$ cat src/rtl/game_pkg.sv
// Shared game definitions: position width and range defaults (also used for
// the game core's holepos), counter widths and the player FSM state encoding.
package game_pkg;

    localparam int unsigned POS_W         = 4;
    localparam int unsigned POS_MIN_DEF   = 0;
    localparam int unsigned POS_MAX_DEF   = 15;
    localparam int unsigned POS_RESET_DEF = 8;

    localparam int unsigned DB_CNT_W = 4;
    localparam int unsigned RCNT_W   = 10;

    typedef enum logic [1:0] {
        IDLE   = 2'd0,
        DELAY  = 2'd1,
        REPEAT = 2'd2
    } plr_state_e;

endpackage

$ cat src/rtl/player_ctrl_if.sv
// Board-side bundle of the player controller: tick strobe, raw buttons in,
// player position and move pulse out.
interface player_ctrl_if import game_pkg::*; ();

    logic             tick;
    logic             btn_left;
    logic             btn_right;
    logic [POS_W-1:0] plrpos;
    logic             moved;

    modport master (output tick, btn_left, btn_right, input plrpos, moved);
    modport slave  (input tick, btn_left, btn_right, output plrpos, moved);

endinterface

$ cat src/rtl/btn_debounce.sv
// One button: 2-FF synchroniser followed by a tick-sampled debounce counter.
// The stable level flips after DB_CNT consecutive differing tick samples.
module btn_debounce import game_pkg::*; #(
    parameter int unsigned DB_CNT = 4
) (
    input  logic clk,
    input  logic clr_n,
    input  logic tick,
    input  logic btn,
    output logic stable
);

    localparam logic [DB_CNT_W-1:0] DB_CNT_C = DB_CNT_W'(DB_CNT);

    logic                sync1_q, sync1_d;
    logic                sync2_q, sync2_d;
    logic                stable_q, stable_d;
    logic [DB_CNT_W-1:0] cnt_q, cnt_d;

    // Synchroniser shift and debounce counter update
    always_comb begin
        sync1_d  = btn;
        sync2_d  = sync1_q;
        stable_d = stable_q;
        cnt_d    = cnt_q;
        if (tick) begin
            if (sync2_q != stable_q) begin
                if (cnt_q + 1'b1 == DB_CNT_C) begin
                    stable_d = sync2_q;
                    cnt_d    = '0;
                end else begin
                    cnt_d = cnt_q + 1'b1;
                end
            end else begin
                cnt_d = '0;
            end
        end
    end

    // State registers with synchronous active-low clear
    always_ff @(posedge clk) begin
        if (!clr_n) begin
            sync1_q  <= 1'b0;
            sync2_q  <= 1'b0;
            stable_q <= 1'b0;
            cnt_q    <= '0;
        end else begin
            sync1_q  <= sync1_d;
            sync2_q  <= sync2_d;
            stable_q <= stable_d;
            cnt_q    <= cnt_d;
        end
    end

    assign stable = stable_q;

endmodule

$ cat src/rtl/player_ctrl.sv
// Player input controller: debounced left/right buttons step plrpos one
// column per press, saturating at POS_MIN/POS_MAX.
// Optional auto-repeat while a single button is held: PLAYER_CTRL_AUTOREPEAT_EN.
module player_ctrl import game_pkg::*; #(
    parameter int unsigned DB_CNT    = 4,
    parameter int unsigned POS_MIN   = POS_MIN_DEF,
    parameter int unsigned POS_MAX   = POS_MAX_DEF,
    parameter int unsigned POS_RESET = POS_RESET_DEF,
    parameter int unsigned RPT_DELAY = 250,
    parameter int unsigned RPT_RATE  = 50
) (
    input logic          clk,
    input logic          clr_n,
    player_ctrl_if.slave bus
);

    localparam logic [POS_W-1:0] POS_MIN_C   = POS_W'(POS_MIN);
    localparam logic [POS_W-1:0] POS_MAX_C   = POS_W'(POS_MAX);
    localparam logic [POS_W-1:0] POS_RESET_C = POS_W'(POS_RESET);

    if (DB_CNT < 1 || DB_CNT > 15) begin : g_bad_db_cnt
        $error("player_ctrl: DB_CNT out of range");
    end
    if (RPT_DELAY < 1 || RPT_DELAY > 1023 || RPT_RATE < 1 || RPT_RATE > 1023) begin : g_bad_rpt
        $error("player_ctrl: RPT_DELAY/RPT_RATE out of range");
    end
    if (POS_MIN > POS_MAX || POS_RESET < POS_MIN || POS_RESET > POS_MAX) begin : g_bad_pos
        $error("player_ctrl: position range inconsistent");
    end

    logic             stable_l, stable_r;
    logic             prev_l_q, prev_l_d;
    logic             prev_r_q, prev_r_d;
    logic [POS_W-1:0] plrpos_q, plrpos_d;
    logic             moved_q, moved_d;
    logic             press_l, press_r;
    logic             step_l, step_r;

`ifdef PLAYER_CTRL_AUTOREPEAT_EN
    localparam logic [RCNT_W-1:0] RPT_DELAY_C = RCNT_W'(RPT_DELAY);
    localparam logic [RCNT_W-1:0] RPT_RATE_C  = RCNT_W'(RPT_RATE);

    plr_state_e        state_q, state_d;
    logic              dir_left_q, dir_left_d;
    logic [RCNT_W-1:0] rcnt_q, rcnt_d;
    logic              held;
    logic [RCNT_W-1:0] rpt_limit;
`endif

    btn_debounce #(.DB_CNT(DB_CNT)) u_db_left (
        .clk    (clk),
        .clr_n  (clr_n),
        .tick   (bus.tick),
        .btn    (bus.btn_left),
        .stable (stable_l)
    );

    btn_debounce #(.DB_CNT(DB_CNT)) u_db_right (
        .clk    (clk),
        .clr_n  (clr_n),
        .tick   (bus.tick),
        .btn    (bus.btn_right),
        .stable (stable_r)
    );

    // A rising edge only counts while the other button is released
    assign press_l = stable_l & ~prev_l_q & ~stable_r;
    assign press_r = stable_r & ~prev_r_q & ~stable_l;

    // Step request (FSM when auto-repeat is built in) and saturating position update
    always_comb begin
        prev_l_d = stable_l;
        prev_r_d = stable_r;
        step_l   = 1'b0;
        step_r   = 1'b0;
        plrpos_d = plrpos_q;
        moved_d  = 1'b0;
`ifdef PLAYER_CTRL_AUTOREPEAT_EN
        state_d    = state_q;
        dir_left_d = dir_left_q;
        rcnt_d     = rcnt_q;
        held       = dir_left_q ? stable_l : stable_r;
        rpt_limit  = (state_q == DELAY) ? RPT_DELAY_C : RPT_RATE_C;
        unique case (state_q)
            IDLE: begin
                if (press_l || press_r) begin
                    step_l     = press_l;
                    step_r     = press_r;
                    dir_left_d = press_l;
                    rcnt_d     = '0;
                    state_d    = DELAY;
                end
            end
            DELAY, REPEAT: begin
                if (!held || (stable_l && stable_r)) begin
                    rcnt_d  = '0;
                    state_d = IDLE;
                end else if (bus.tick) begin
                    if (rcnt_q + 1'b1 == rpt_limit) begin
                        step_l  = dir_left_q;
                        step_r  = ~dir_left_q;
                        rcnt_d  = '0;
                        state_d = REPEAT;
                    end else begin
                        rcnt_d = rcnt_q + 1'b1;
                    end
                end
            end
            default: begin
                rcnt_d  = '0;
                state_d = IDLE;
            end
        endcase
`else
        step_l = press_l;
        step_r = press_r;
`endif
        // Bounds are tested before the +/-1 so the 4-bit value never wraps
        if (step_l && plrpos_q != POS_MIN_C) begin
            plrpos_d = plrpos_q - 1'b1;
            moved_d  = 1'b1;
        end else if (step_r && plrpos_q != POS_MAX_C) begin
            plrpos_d = plrpos_q + 1'b1;
            moved_d  = 1'b1;
        end
    end

    // State registers with synchronous active-low clear
    always_ff @(posedge clk) begin
        if (!clr_n) begin
            prev_l_q   <= 1'b0;
            prev_r_q   <= 1'b0;
            plrpos_q   <= POS_RESET_C;
            moved_q    <= 1'b0;
`ifdef PLAYER_CTRL_AUTOREPEAT_EN
            state_q    <= IDLE;
            dir_left_q <= 1'b0;
            rcnt_q     <= '0;
`endif
        end else begin
            prev_l_q   <= prev_l_d;
            prev_r_q   <= prev_r_d;
            plrpos_q   <= plrpos_d;
            moved_q    <= moved_d;
`ifdef PLAYER_CTRL_AUTOREPEAT_EN
            state_q    <= state_d;
            dir_left_q <= dir_left_d;
            rcnt_q     <= rcnt_d;
`endif
        end
    end

    assign bus.plrpos = plrpos_q;
    assign bus.moved  = moved_q;

endmodule

$ cat src/flat_wrapper.sv
// flat-port wrapper written by rule: the top's interface ports become plain ports
module player_ctrl_flat import game_pkg::*;
#(
    parameter int unsigned DB_CNT    = 4,
    parameter int unsigned POS_MIN   = POS_MIN_DEF,
    parameter int unsigned POS_MAX   = POS_MAX_DEF,
    parameter int unsigned POS_RESET = POS_RESET_DEF,
    parameter int unsigned RPT_DELAY = 250,
    parameter int unsigned RPT_RATE  = 50
)
  (clk, clr_n, bus_tick, bus_btn_left, bus_btn_right, bus_plrpos, bus_moved);
  player_ctrl_if bus_i ();
  input logic clk;
  input logic clr_n;
  input wire logic [$bits(bus_i.tick)-1:0] bus_tick;
  input wire logic [$bits(bus_i.btn_left)-1:0] bus_btn_left;
  input wire logic [$bits(bus_i.btn_right)-1:0] bus_btn_right;
  output wire logic [$bits(bus_i.plrpos)-1:0] bus_plrpos;
  output wire logic [$bits(bus_i.moved)-1:0] bus_moved;
  assign bus_i.tick = bus_tick;
  assign bus_i.btn_left = bus_btn_left;
  assign bus_i.btn_right = bus_btn_right;
  assign bus_plrpos = bus_i.plrpos;
  assign bus_moved = bus_i.moved;
  player_ctrl #(.DB_CNT(DB_CNT), .POS_MIN(POS_MIN), .POS_MAX(POS_MAX), .POS_RESET(POS_RESET), .RPT_DELAY(RPT_DELAY), .RPT_RATE(RPT_RATE)) u_core (.clk(clk), .clr_n(clr_n), .bus(bus_i));
endmodule
$ cat config.mk
export PLATFORM = sky130hd
export DESIGN_NAME = player_ctrl_flat
export DESIGN_NICKNAME = d
export VERILOG_FILES = /design/src/rtl/game_pkg.sv /design/src/rtl/player_ctrl_if.sv /design/src/rtl/btn_debounce.sv /design/src/rtl/player_ctrl.sv /design/src/flat_wrapper.sv
export SDC_FILE = /design/constraint.sdc
export NUM_CORES = 1
export LEC_CHECK = 0
export ABC_CLOCK_PERIOD_IN_PS = 1930
export BUFFER_PORTS_ARGS = -buffer_cell sky130_fd_sc_hd__buf_2
export CORE_UTILIZATION = 50
export CTS_CLUSTER_SIZE = 28
export DETAILED_ROUTE_END_ITERATION = 6
export PLACE_DENSITY = 0.8
export SYNTH_ARGS = -nofsm -noshare
export SYNTH_HDL_FRONTEND = slang
export SYNTH_SLANG_ARGS = --single-unit
$ cat constraint.sdc
create_clock -name clk -period 1.93 [get_ports clk]
set_input_delay 0.4825 -clock clk [delete_from_list [all_inputs] [get_ports clk]]
set_output_delay 0.4825 -clock clk [all_outputs]
set_load 0.05 [all_outputs]
== Word level (Yosys, flattened, before mapping) ==
Cells that the tools add are included.
W data, S select, Z words.
Cells by class
  $add $sub $neg: 4
  equal/unequal tests: 5
  multiplexer cells: 8
  bitwise logic cells: 8
  reduce and logical (&&, ||, !) cells: 6
Operators by type and width (number)
  $mux W4: 6
  $add A4 B1 Y4 const B: 3
  $eq A4 B3 Y1 const B: 2
  $reduce_and A3 Y1: 2
  $and A1 B1 Y1: 4
  $ne A4 B4 Y1 const B: 1
  $not A1 Y1: 4
  $reduce_bool A4 Y1: 1
  $sub A4 B1 Y4 const B: 1
  $logic_and A1 B1 Y1: 2
  $mux W1: 2
  $ne A1 B1 Y1: 2
  $reduce_bool A2 Y1: 1
Storage, ports and cells
  bits in registers: 21
  output and inout port bits: 5
  word-level logic and storage cells: 43

== Logic depth before layout (Yosys ltp) ==
  word-level depth: 6
  depth in mapped cells: 7

== Cells and area by module ==
A second synthesis with hierarchy kept.
Second synthesis, totals
  cell total of the unflattened synthesis: 95
  area, all modules: 964.7 um^2
Modules (own cells, without submodules)
  btn_debounce: instances 2, cells each 29, area each 291.5 um^2
  player_ctrl: instances 1, cells each 37, area each 381.6 um^2

== Worst setup path before layout ==
No wires, ideal clock.
  kind: flip-flop to flip-flop
  start: register u_core.plrpos_q[2], in the netlist u_core.bus.plrpos[2]
  end: register u_core.plrpos_q[3], in the netlist u_core.bus.plrpos[3]
  arrival time: 2.109 ns
  setup slack: -0.302 ns
  cell stages (with the launch flop): 8
  clock period less this slack: 2.232 ns
  cells stage by stage: dfxtp_1 nor4_4 nor2_4 ha_1 a21o_1 a21oi_2 mux2i_1 mux2_1
On the way
  cells in the longest elaborated chain, start to end: 3
RTL lines
  from (decl): line player_ctrl.sv:34  | logic [POS_W-1:0] plrpos_q, plrpos_d;
  from (signal assigned): line player_ctrl.sv:143  | plrpos_q <= plrpos_d;
  $add A4 B1 Y4, or another cell as far along: line player_ctrl.sv:123  | plrpos_d = plrpos_q + 1'b1;
  $mux W4, or another cell as far along: line player_ctrl.sv:122  | end else if (step_r && plrpos_q != POS_MAX_C) begin
  $mux W4 or $reduce_bool A2 Y1 (tied branches)
Several ways; a longest one is shown, not always the timed one. The select of a mux whose other input is x is not followed.
A chain may end at the register's enable or synchronous reset.

== Final worst setup path ==
  start: register u_core.plrpos_q[1], in the netlist u_core.bus.plrpos[1]
  end: register u_core.plrpos_q[3], in the netlist u_core.bus.plrpos[3]
The elaborated chain is that of the path after synthesis.

==> flow_metrics.env <==
export IMPL_tightest_slew_ns=0.454
export IMPL_worstHoldEndpoint="u_core.u_db_right.sync1_q"
export IMPL_diodes=0
export IMPL_p_per_area_nw_per_um2=589
export IMPL_dpl_cell_area_um2=1110
export IMPL_setup_violations=1
export IMPL_cts_htree_levels=1
export IMPL_synth_compound_area_frac=0.0866
export IMPL_rsz0062_at_grt="yes"
export IMPL_die_x_um=46.0
export IMPL_reg2reg_slack_ns=-0.10
export IMPL_dieArea_um2=2120
export IMPL_worstSkewPairLatency_ns=0.31
export IMPL_synth_mux_area_frac=0.0530
export IMPL_fmaxAchievable_mhz=493
export IMPL_reg2reg_from="u_core.bus.plrpos[1]"
export IMPL_maxCapViolCount=0
export IMPL_grt_pass1_vias=731
export IMPL_start_util=0.549
export IMPL_cts_sinks=21
export IMPL_grt_ovfl_total=0
export IMPL_syn_inst=103
export IMPL_dp_slack_ns=-0.134
export IMPL_required_ns=2.14
export IMPL_area_delta_synth_final_pct=18.7
export IMPL_worstSetupEndpointType="flop"
export IMPL_ctsHoldBuffers=0
export IMPL_max_vdd_ir_drop_uv=433
export IMPL_clk_pin_slew_ns=0.12
export IMPL_wl_per_cell_um=12.0
export IMPL_layout_drive_gt1_share=0.266
export IMPL_ys_ff_latch=21
export IMPL_arrival_ns=2.24
export IMPL_drc=0
export IMPL_grt_use_total=0.203
export IMPL_seq_area_um2=432
export IMPL_io_buffer_count=9
export IMPL_synthXorXnorAreaFrac=0.0452
export IMPL_yosys_area_share_simple=0.282
export IMPL_vias_per_cell=5.17
export IMPL_syn_area_per_cell_um2=9.40
export IMPL_grt_pass1_wl_mm=3.00
export IMPL_hp_class="in -> reg"
export IMPL_fillerInstances=164
export IMPL_fin_ws_ns=-0.100
export IMPL_final_util=0.652
export IMPL_min_from="bus_btn_right"
export IMPL_startpoint_type="flop"
export IMPL_ys_seq_area_frac=0.434
export IMPL_fin_setup_tns_ns=-0.100
export IMPL_status="finished, violations left"
export IMPL_critPathMaxFanout=4
export IMPL_core_um2=1760
export IMPL_syn_num_nets=113
export IMPL_cts_tree="yes"
export IMPL_multi_input_area_um2=522
export IMPL_r2r_end="u_core.bus.plrpos[3]"
export IMPL_cts_made_buffers=3
export IMPL_synth_area_um2=968
export IMPL_worstSetupPathType="reg -> reg"
export IMPL_ant_nets=0
export IMPL_synthAdderAreaFrac=0.0724
export IMPL_period_share=1.05
export IMPL_final_cells=149
export IMPL_dpl_hpwl_mm=1.34
export IMPL_violations="negative setup slack"
export IMPL_antenna_found_initial=0
export IMPL_slew_headroom=0.695
export IMPL_whs_path_depth=2
export IMPL_drt_total_wl_mm=1.78
export IMPL_finalCriticalPeriod_ns=2.03
export IMPL_die_h_um=46.0
export IMPL_cts_root_buf="clkbuf_4"
export IMPL_yosys_cell_types_count=34
export IMPL_synth_top_family_by_area="simple AND/OR/NAND/NOR gates"
export IMPL_r2r_cells=7
export IMPL_post_route_cell_area_um2=1150
export IMPL_synth_largest_area_cell="dfxtp_1"
export IMPL_leakagePower_nw=0.489
export IMPL_vias=771
export IMPL_io_pins=10
export IMPL_gp_congestion=0.706
export IMPL_dr_pass1_iters=4
export IMPL_ys_top_cells_by_area="dfxtp_1 (43%), ha_1 (5.2%), nor2_1 (4.3%)"
export IMPL_drt_iter0_markers=9
export IMPL_synth_top_area_frac=0.434
export IMPL_hold_viol_final=0
export IMPL_layout_nets=135
export IMPL_ys_warn_count=0
export IMPL_slew_violations=0
export IMPL_std_cell_rows=15
export IMPL_dp_cells=143
export IMPL_clock_skew_ns=0.0102
export IMPL_clock_tree_buffer_depth=2
export IMPL_grt_max_degree=14
## final cells by class
type,instances,area share
sequential,21,0.375
multi-input combinational,75,0.454
inverter,5,0.0163
timing repair buffer,19,0.104
clock buffer,4,0.0229
tap,25,0.0272
## metrics by stage
stage	power, mW	hold WS (ns)
after global placement	0.474	0.416
after CTS	0.682	0.382
after detailed placement	0.477	0.425
after global routing	0.706	0.379
final	0.677	0.386
after floorplan	0.466	0.412
## timing repair
item | 4_1_cts | 5_1_grt
gates resized for setup | 0 | 0
setup endpoints to repair | 1 | 1
buffers inserted | 2 | 0
hold endpoints to repair | 0 | 0
pin swaps | 2 | 1
## cell usage in the layout (no fill, tap or decap), types with 2 or more instances in the layout
cell type and count:
a21oi_1 7, nor3_1 2, dfxtp_1 16, dfxtp_2 3, xnor2_1 4, inv_1 5
nand4_1 2, nor2_1 11, mux2i_1 4, o21ai_0 2, nand3_1 2, dfxtp_4 2
nand2_1 10, clkbuf_4 3, and2_1 6, buf_4 10, ha_1 4, buf_2 9
nor3b_1 3
## cells in the mapped netlist (all sizes together)
| cell type | number |
|---|---|
| dfxtp | 21 |
| and3 | 1 |
| nor2 | 12 |
| nand2b | 1 |
| nor3b | 3 |
| nor4 | 2 |
| a211oi | 1 |
| nand4 | 2 |
| or3b | 1 |
| clkbuf | 1 |
| nor2b | 1 |
| mux2 | 1 |
| nand3b | 1 |
| nor4b | 1 |
| mux2i | 4 |
| nand2 | 10 |
| inv | 5 |
| nand4b | 1 |
| nor3 | 2 |
| xor2 | 1 |
| nand3 | 2 |
| ha | 4 |
| a21oi | 8 |
| buf | 1 |
| fa | 1 |
| a2bb2oi | 1 |
| o21ai | 2 |
| and2 | 7 |
| xnor2 | 4 |
| a21o | 1 |
## flip-flops by register name (all words and copies together) (netlist names)
register and cells:
u_core.prev_r_q 1, u_core.u_db_left.cnt_q 4, u_core.u_db_right.cnt_q 4, u_core.prev_l_q 1, u_core.u_db_right.sync2_q 1, u_core.u_db_left.stable 1
u_core.bus.plrpos 4, u_core.bus.moved 1, u_core.u_db_right.sync1_q 1, u_core.u_db_left.sync1_q 1, u_core.u_db_right.stable 1, u_core.u_db_left.sync2_q 1
## worst max-delay path, cell delays in order (launching register included)
cell	delay (ns)
dfxtp_4	0.37
nor4_4	0.35
nor2_4	0.09
ha_1	0.29
a21o_1	0.16
a21oi_2	0.14
mux2i_1	0.21
mux2_1	0.32
## worst max-delay path by stage
stage                                        from              endpoint  slack [ns]
after floorplan              u_core.bus.plrpos[1]  u_core.bus.plrpos[3]        -0.1
after global placement    u_core.u_db_left.stable  u_core.bus.plrpos[3]       -0.06
after detailed placement  u_core.u_db_left.stable  u_core.bus.plrpos[3]       -0.13
after CTS                    u_core.bus.plrpos[3]  u_core.bus.plrpos[3]       -0.11
after global routing         u_core.bus.plrpos[1]  u_core.bus.plrpos[3]       -0.21
final                        u_core.bus.plrpos[1]  u_core.bus.plrpos[3]       -0.10
## routing by layer
layer	track usage	share of wire
met5	0	0
met4	0.0882	0.015
met3	0.0476	0.028
met2	0.349	0.49
met1	0.238	0.47
## kinds of logic after synthesis
kind of cell             after synthesis
AND/OR/NAND/NOR                       47
flip-flops                            21
adder cells (fa/ha/maj)                5
multiplexers                           5
AO/OA/AOI/OAI                         13
buffers and inverters                  7
XOR/XNOR                               5
## power by group
group	internal, mW	leakage, nW	switching, mW
clock network	0.0806	0.0150	0.130
registers	0.435	0.172	0.00271
logic	0.00985	0.302	0.0184
total	0.526	0.489	0.151
Note: power is estimated with default switching activity, not from simulation.
